**src/rtl/oflow_iou_dispatcher.sv**
```systemverilog
// Initiator side of the IoU calculator link: walks the history buffer, issues one
// calculator transaction per entry and reports the lowest-score (best) history index.
module oflow_iou_dispatcher #(
  parameter int COORD_W = 11,
  parameter int DIM_W   = 11,
  parameter int IOU_W   = 22,
  parameter int HIST_N  = 8,
  parameter int IDX_W   = 3,
  parameter int TIMEOUT = 32
) (
  input  logic                 clk,
  input  logic                 reset_N,
  input  logic                 req_valid,
  output logic                 req_ready,
  input  logic [4*COORD_W-1:0] req_bbox,
  input  logic [DIM_W-1:0]     req_w,
  input  logic [DIM_W-1:0]     req_h,
  input  logic [IDX_W:0]       req_hist_count,
  input  logic [IOU_W-1:0]     req_thresh,
  output logic                 hist_rd_en,
  output logic [IDX_W-1:0]     hist_rd_addr,
  input  logic [4*COORD_W-1:0] hist_rd_bbox,
  input  logic [DIM_W-1:0]     hist_rd_w,
  input  logic [DIM_W-1:0]     hist_rd_h,
  output logic                 iou_start,
  output logic [4*COORD_W-1:0] iou_bbox_k,
  output logic [DIM_W-1:0]     iou_w_k,
  output logic [DIM_W-1:0]     iou_h_k,
  output logic [4*COORD_W-1:0] iou_bbox_hist,
  output logic [DIM_W-1:0]     iou_w_hist,
  output logic [DIM_W-1:0]     iou_h_hist,
  input  logic                 iou_valid,
  input  logic [IOU_W-1:0]     iou_in,
  output logic                 best_valid,
  output logic [IDX_W-1:0]     best_idx,
  output logic [IOU_W-1:0]     best_iou,
  output logic                 match_found,
  output logic                 err_timeout
);

  localparam int BOX_W  = 4*COORD_W;
  localparam int WCNT_W = $clog2(TIMEOUT + 1);
  localparam logic [IOU_W-1:0] IOU_MAX = {IOU_W{1'b1}};

  localparam logic [2:0] S_IDLE  = 3'd0;
  localparam logic [2:0] S_FETCH = 3'd1;
  localparam logic [2:0] S_LATCH = 3'd2;
  localparam logic [2:0] S_START = 3'd3;
  localparam logic [2:0] S_WAIT  = 3'd4;
  localparam logic [2:0] S_NEXT  = 3'd5;
  localparam logic [2:0] S_DONE  = 3'd6;

  logic [2:0]        state_q, state_d;
  logic [IDX_W:0]    idx_q, idx_d;
  logic [IDX_W:0]    count_q, count_d;
  logic [IOU_W-1:0]  thresh_q, thresh_d;
  logic [BOX_W-1:0]  bbox_k_q, bbox_k_d;
  logic [DIM_W-1:0]  w_k_q, w_k_d, h_k_q, h_k_d;
  logic [BOX_W-1:0]  bbox_hist_q, bbox_hist_d;
  logic [DIM_W-1:0]  w_hist_q, w_hist_d, h_hist_q, h_hist_d;
  logic [WCNT_W-1:0] wcnt_q, wcnt_d;
  logic [IOU_W-1:0]  score_q, score_d;
  logic [IOU_W-1:0]  run_best_q, run_best_d;
  logic [IDX_W-1:0]  run_idx_q, run_idx_d;
  logic              best_valid_q, best_valid_d;
  logic [IDX_W-1:0]  best_idx_q, best_idx_d;
  logic [IOU_W-1:0]  best_iou_q, best_iou_d;
  logic              match_q, match_d;
  logic              err_q, err_d;

  logic [IDX_W:0]    idx_inc;
  logic [IDX_W:0]    count_clamped;

  assign idx_inc       = idx_q + 1'b1;
  assign count_clamped = (req_hist_count > (IDX_W+1)'(HIST_N)) ? (IDX_W+1)'(HIST_N)
                                                               : req_hist_count;

  always_comb begin
    state_d      = state_q;
    idx_d        = idx_q;
    count_d      = count_q;
    thresh_d     = thresh_q;
    bbox_k_d     = bbox_k_q;
    w_k_d        = w_k_q;
    h_k_d        = h_k_q;
    bbox_hist_d  = bbox_hist_q;
    w_hist_d     = w_hist_q;
    h_hist_d     = h_hist_q;
    wcnt_d       = wcnt_q;
    score_d      = score_q;
    run_best_d   = run_best_q;
    run_idx_d    = run_idx_q;
    best_valid_d = 1'b0;
    best_idx_d   = best_idx_q;
    best_iou_d   = best_iou_q;
    match_d      = match_q;
    err_d        = err_q;

    case (state_q)
      S_IDLE: begin
        if (req_valid) begin
          thresh_d   = req_thresh;
          bbox_k_d   = req_bbox;
          w_k_d      = req_w;
          h_k_d      = req_h;
          count_d    = count_clamped;
          idx_d      = '0;
          run_best_d = IOU_MAX;
          run_idx_d  = '0;
          state_d    = (count_clamped == '0) ? S_DONE : S_FETCH;
        end
      end
      S_FETCH: state_d = S_LATCH;
      S_LATCH: begin
        bbox_hist_d = hist_rd_bbox;
        w_hist_d    = hist_rd_w;
        h_hist_d    = hist_rd_h;
        state_d     = S_START;
      end
      S_START: begin
        wcnt_d  = '0;
        state_d = S_WAIT;
      end
      S_WAIT: begin
        wcnt_d = wcnt_q + 1'b1;
        // A result landing on the expiry cycle still counts as a real answer.
        if (iou_valid) begin
          score_d = iou_in;
          state_d = S_NEXT;
        end else if (wcnt_q == WCNT_W'(TIMEOUT - 1)) begin
          score_d = IOU_MAX;
          err_d   = 1'b1;
          state_d = S_NEXT;
        end
      end
      S_NEXT: begin
        if (score_q < run_best_q) begin
          run_best_d = score_q;
          run_idx_d  = idx_q[IDX_W-1:0];
        end
        idx_d   = idx_inc;
        state_d = (idx_inc < count_q) ? S_FETCH : S_DONE;
      end
      S_DONE: begin
        best_valid_d = 1'b1;
        best_idx_d   = run_idx_q;
        best_iou_d   = run_best_q;
        match_d      = (run_best_q <= thresh_q);
        state_d      = S_IDLE;
      end
      default: state_d = S_IDLE;
    endcase
  end

  always_ff @(posedge clk or posedge reset_N) begin
    if (reset_N) begin
      state_q      <= S_IDLE;
      idx_q        <= '0;
      count_q      <= '0;
      thresh_q     <= '0;
      bbox_k_q     <= '0;
      w_k_q        <= '0;
      h_k_q        <= '0;
      bbox_hist_q  <= '0;
      w_hist_q     <= '0;
      h_hist_q     <= '0;
      wcnt_q       <= '0;
      score_q      <= '0;
      run_best_q   <= IOU_MAX;
      run_idx_q    <= '0;
      best_valid_q <= 1'b0;
      best_idx_q   <= '0;
      best_iou_q   <= IOU_MAX;
      match_q      <= 1'b0;
      err_q        <= 1'b0;
    end else begin
      state_q      <= state_d;
      idx_q        <= idx_d;
      count_q      <= count_d;
      thresh_q     <= thresh_d;
      bbox_k_q     <= bbox_k_d;
      w_k_q        <= w_k_d;
      h_k_q        <= h_k_d;
      bbox_hist_q  <= bbox_hist_d;
      w_hist_q     <= w_hist_d;
      h_hist_q     <= h_hist_d;
      wcnt_q       <= wcnt_d;
      score_q      <= score_d;
      run_best_q   <= run_best_d;
      run_idx_q    <= run_idx_d;
      best_valid_q <= best_valid_d;
      best_idx_q   <= best_idx_d;
      best_iou_q   <= best_iou_d;
      match_q      <= match_d;
      err_q        <= err_d;
    end
  end

  assign req_ready     = (state_q == S_IDLE);
  assign hist_rd_en    = (state_q == S_FETCH);
  assign hist_rd_addr  = idx_q[IDX_W-1:0];
  assign iou_start     = (state_q == S_START);
  assign iou_bbox_k    = bbox_k_q;
  assign iou_w_k       = w_k_q;
  assign iou_h_k       = h_k_q;
  assign iou_bbox_hist = bbox_hist_q;
  assign iou_w_hist    = w_hist_q;
  assign iou_h_hist    = h_hist_q;
  assign best_valid    = best_valid_q;
  assign best_idx      = best_idx_q;
  assign best_iou      = best_iou_q;
  assign match_found   = match_q;
  assign err_timeout   = err_q;

endmodule

```
**config.mk**
```make
export PLATFORM = sky130hd
export DESIGN_NAME = oflow_iou_dispatcher
export DESIGN_NICKNAME = d
export VERILOG_FILES = /design/src/rtl/oflow_iou_dispatcher.sv
export SDC_FILE = /design/constraint.sdc
export NUM_CORES = 1
export LEC_CHECK = 0
export CAP_MARGIN = 20
export CORE_MARGIN = 1
export CORE_UTILIZATION = 50
export CTS_CLUSTER_SIZE = 25
export DETAILED_ROUTE_END_ITERATION = 10
export PLACE_DENSITY = 0.89
export SLEW_MARGIN = 40
export SYNTH_ARGS = -nofsm -noshare
export SYNTH_HDL_FRONTEND = slang
export SYNTH_SLANG_ARGS = --single-unit
```
**constraint.sdc**
```tcl
create_clock -name clk -period 14.17 [get_ports clk]
set_input_delay 2.834 -clock clk [delete_from_list [all_inputs] [get_ports clk]]
set_output_delay 2.834 -clock clk [all_outputs]
set_load 0.005 [all_outputs]
```
# ---- Word-level counts from Yosys, hierarchy flattened
# Cells that the tools add are included.
dict set report totals {
  regBits 246
  input_bits 184
  out_inout_bits 166
  wordCells 66
}
dict set report op_classes {
  add_sub_neg 2
  n_lt_le_gt_ge 4
  eq_ne 10
  muxes 19
  bitwise 1
  reduce_logical 11
}
# operator n
set ops {}
lappend ops {{2-to-1 mux 22 bit} 4}
lappend ops {{case mux 22 bit (2 select lines)} 1}
lappend ops {{less-or-equal comparator 22 bit} 1}
lappend ops {{less-than comparator 22 bit} 1}
lappend ops {{2-to-1 mux 3 bit} 7}
lappend ops {{case mux 3 bit (6 select lines)} 1}
lappend ops {{case mux 6 bit (2 select lines)} 1}
lappend ops {{== test 3 bit (second input constant)} 3}
lappend ops {{2-to-1 mux 4 bit} 2}
lappend ops {{case mux 4 bit (2 select lines)} 1}
lappend ops {{AND reduction 2 bit} 4}
lappend ops {{adder 6 x 1 -> 6 bit (second input constant)} 1}
lappend ops {{== test 3 x 2 -> 1 bit (second input constant)} 2}
lappend ops {{== test 6 x 5 -> 1 bit (second input constant)} 1}
lappend ops {{case mux 3 bit (2 select lines)} 1}
lappend ops {{AND reduction 3 bit} 2}
lappend ops {{nonzero test 2 bit} 3}
lappend ops {{adder 4 x 1 -> 4 bit (second input constant)} 1}
lappend ops {{> comparator 4 bit (second input constant)} 1}
lappend ops {{logical NOT 4 bit} 1}
lappend ops {{less-than comparator 4 bit} 1}
lappend ops {{inequality test 2 bit (second input constant)} 2}
lappend ops {{== test 3 x 1 -> 1 bit (second input constant)} 1}
lappend ops {{logical NOT 3 bit} 1}
lappend ops {{3 further kinds} 3}

# ---- Depth between registers and ports, before layout
dict set report logic_depth {
  ltp_word 6
  depth_mapped 10
  ltp_nobuf 8
}

# ---- Worst setup path after synthesis
# No wires, ideal clock.
dict set report synth_path {
  kind {input-to-reg}
  start {input port req_hist_count[0]}
  end {register state_q[1]}
  setup_ns 0.066
  arrival_ns 4.009
  required_time_ns 14.104
  setup_slack_ns 10.095
  path_stages 5
  n_path_buf 0
  cell_sequence {or4_1 > o41ai_1 > a31oi_1 > o21ai_0 > and3_1}
}
dict set report synth_via {
  elab_chain_cells 6
}
# item line_no
set synth_rtl {}
lappend synth_rtl {{from (decl)} 18} ;# input logic [IDX_W:0] req_hist_count,
lappend synth_rtl {{> comparator 4 bit} 75} ;# assign count_clamped = (req_hist_count > (IDX_W+1)'(HIST_N)) ? (IDX_W+1)'(HIST_N)
lappend synth_rtl {{2-to-1 mux 4 bit (*)} 75}
lappend synth_rtl {{logical NOT 4 bit (*)} 110} ;# state_d = (count_clamped == '0) ? S_DONE : S_FETCH;
lappend synth_rtl {{2-to-1 mux 3 bit (*)} 110}
lappend synth_rtl {{2-to-1 mux 3 bit (*)} 101} ;# if (req_valid) begin
lappend synth_rtl {{case mux 3 bit (6 select lines) (*)} 99} ;# case (state_q)
lappend synth_rtl {{to (signal assigned)} 177} ;# state_q <= state_d;
lappend synth_rtl {{to (decl)} 53} ;# logic [2:0] state_q, state_d;
# Mark *: on every way between the ends. The rest lies on a longest branch, timed or not. The select of a mux whose other input is x is not followed.
# A chain may end at the register's enable or synchronous reset.

# ---- Final worst setup path
dict set report layout_path {
  start {register state_q[0]}
  end {output port req_ready}
}
dict set report layout_via {
  elab_chain_cells 1
}
# item line_no
set layout_rtl {}
lappend layout_rtl {{logical NOT 3 bit} 199} ;# assign req_ready = (state_q == S_IDLE);
lappend layout_rtl {{to (decl)} 14} ;# output logic req_ready,
# No other way between the ends.

==> flow_summary.toml <==
[status]
status = "finished, final reports clean"

[hold_path]
worst_hold_startpoint = "count_q[0]"
holdPathEnd = "count_q[0]"
min_path_type = "reg -> reg"
whs_path_depth = 2

[detailed_routing]
drc_errors = 0
detail_route.wirelength_um = 28900
drt_iter0_drc = 376
drt-pass1-iter-count = 5
route.detailed.wl_per_inst_um = 18.3
wl_met2_um = 14800
route.vias.total = 8398
antenna_violating_nets_post_route = 0
met1Wirelength_um = 10900
vias_per_cell = 5.31
met3RoutedLength_um = 2260
highest_layer = "met4"

[setup_path]
timing.critical_path.to_type = "output pin"
timing.setup.critical_path_class = "reg -> out"
worstPathRequired_ps = 11340
reg2reg_setup_slack_ps = 11200
worstSetupStartpointType = "register"
cp_max_fo = 12
crit-reg2reg-capture = "run_idx_q[0]"
arrival_ps = 2120
worstReg2RegStart = "run_best_q[19]"
r2r.worst_path.cells = 8

[timing]
timing.fmax_mhz = 202
setup_viol_count_final = 0
setup_repair_after_global_routing_missed_its_margin = "false"
report.final.slew_viol_count = 0
min_period_over_period_pct = 35.0
post-route-min-period_ps = 4960
slew_headroom_pct = 48.8
setup_tns_ps = 0
final_critical_path_setup_slack_ps = 9210
hold_slack_ps = 462
finalClockSkew_ps = 14.5
hold_viol_final = 0
max_slew.worst_pin.slew_ps = 768

[synthesis]
synthesis.yosys.warnings = 0
synth-async-reset-ratio_pct = 100
synth_top_flop_cell = "sky130_fd_sc_hd__dfrtp_1"
yosys_register_bits = 246
synth-edff-count = 0
synth_nets = 1188
synth.avg_cell_area_um2 = 11.0
seq_area_frac_synth_pct = 59.0
post_synth_instance_area_um2 = 10500
synth.area.top_cells = "sky130_fd_sc_hd__dfrtp_1 48%, sky130_fd_sc_hd__dfstp_2 11%, sky130_fd_sc_hd__nand2_1 9.6%, sky130_fd_sc_hd__mux2_2 7.1%, sky130_fd_sc_hd__ha_1 5.7%"
synth_top_cell_area_share_pct = 48.0
netlist_instances = 956
synth.lib_cells_used.distinct = 52
synth_top_area_cell = "sky130_fd_sc_hd__dfrtp_1"

[clocking]
clock_tree_from_tritoncts = "done"
ctsHoldBuffers = 0
clock_path_buffers = 3
cts.sinks = 246
cts-buffers-inserted = 27
worst_skew_pair.late_latency_ps = 530
cts_root_buf = "sky130_fd_sc_hd__clkbuf_16"
cts.htree.levels = 1
cts.repair_timing.setup_buffer_count = 0
clk_transition_reported_paths_ps = 70
postCtsResizedCells = 0

[floorplan]
vertical_die_dimension_um = 147
area_of_the_core_um2 = 20400
initial_cell_density_of_the_core_pct = 51.5
total_die_area_um2 = 21600
pin_count = 350
placementRows = 52
chipWidth_um = 147

[finish]
share_of_cells_above_drive_strength_1_pct = 13.4
fin_nets = 1521
layout_commonest_cell = "sky130_fd_sc_hd__clkdlybuf4s50_1"
layout.cells.most_common_list = "349 x sky130_fd_sc_hd__clkdlybuf4s50_1, 267 x sky130_fd_sc_hd__nand2_1, 202 x sky130_fd_sc_hd__dfrtp_1"
post_layout_util_pct = 73.5
area_growth_pct = 42.7

[grt]
antenna_found_initial = 1
grt_use_total_pct = 26.6
grt_start_max_net_pins = 116
first_pass_grt_wire_length_um = 45700
first_global_vias = 8883
global_route.overflow_total = 0

[placement]
dp.final_hpwl_um = 20200
portBuffers = 349
place_congestion = 0.816
post_placement_setup_slack_ps = 8990

[pwr]
power.leakage_nw = 6.83
vdd_ir_drop_max_mv = 0.129
power_per_cell_area_nw_per_um2 = 227
overall_power_mw = 3.41

[run]
max_cap_violations = 0
sequential cells by signal, indices dropped and copies added (netlist names), 6 cells and up:
| name | count |
|---|---|
| iou_bbox_hist | 44 |
| iou_w_hist | 11 |
| best_iou | 22 |
| iou_h_hist | 11 |
| wcnt_q | 6 |
| iou_h_k | 11 |
| score_q | 22 |
| run_best_q | 22 |
| thresh_q | 22 |
| iou_bbox_k | 44 |
| iou_w_k | 11 |
area by class of cell:
cell class / count / area, um^2
multi-input cells: 600 / 3850
clock buffers: 38 / 757
inverters: 59 / 234
repair buffers: 355 / 3550
fillers: 1390 / 5410
well taps: 270 / 338
clock inverters: 12 / 72.6
diodes: 2 / 5.00
flip-flops and latches: 246 / 6210
cell usage after synthesis (all sizes together), types with 7 or more instances:
cell type / count
buf: 27
a21o: 11
o21ai: 61
a21oi: 15
dfrtp: 202
dfstp: 44
nand3: 10
mux2: 66
inv: 59
o32a: 22
ha: 48
clkbuf: 24
o22a: 22
nand2: 270
nor2: 13
nand4: 7
worst max-delay path by stage:
| stage | slack, ps | start | cells after the start | endpoint |
|---|---|---|---|---|
| 6_report | 9210 | state_q[0] | 2 | req_ready |
| 5_1_grt | 9180 | state_q[0] | 2 | req_ready |
| 4_1_cts | 9230 | state_q[0] | 2 | req_ready |
| 3_5_place_dp | 8990 | req_valid | 5 | run_idx_q[2] |
| 3_3_place_gp | 9030 | req_valid | 5 | run_idx_q[1] |
| 2_1_floorplan | 4650 | reset_N | 1 | best_idx[0] |
stage by stage:
step                std cells  instance area, um^2
CTS                      1580                15000
finish                   1582                15000
detailed placement       1530                14200
floorplan                 956                10500
global route             1581                15000
global placement         1530                14200
report_power, final:
group	total [mW]	leakage (nW)	internal, mW	switching (mW)
clock network	0.655	0.416	0.373	0.281
logic	1.45	3.48	0.814	0.639
registers	1.30	2.93	1.08	0.216
total	3.41	6.83	2.27	1.14
per-layer routing:
| layer | vias to the layer above | track usage (%) |
|---|---|---|
| li1 | 3893 | - |
| met1 | 4096 | 32.2 |
| met2 | 344 | 46.3 |
| met3 | 65 | 6.40 |
| met4 | 0 | 9.48 |
| met5 | - | 0 |
logic make-up after synthesis:
group	after synthesis	synth area share (%)
mux	66	7.06
flops	246	59.0
fa+ha+maj	48	5.71
simple gates	323	12.5
buf+inv	110	4.55
xor+xnor	4	0.333
compound gates	159	10.8
critical path, stage by stage (launching register included):
cell                              delay (ps)
sky130_fd_sc_hd__dfrtp_1                 510
sky130_fd_sc_hd__nor3_1                  450
sky130_fd_sc_hd__clkdlybuf4s50_1         630
(Power assumes the default switching activity.)
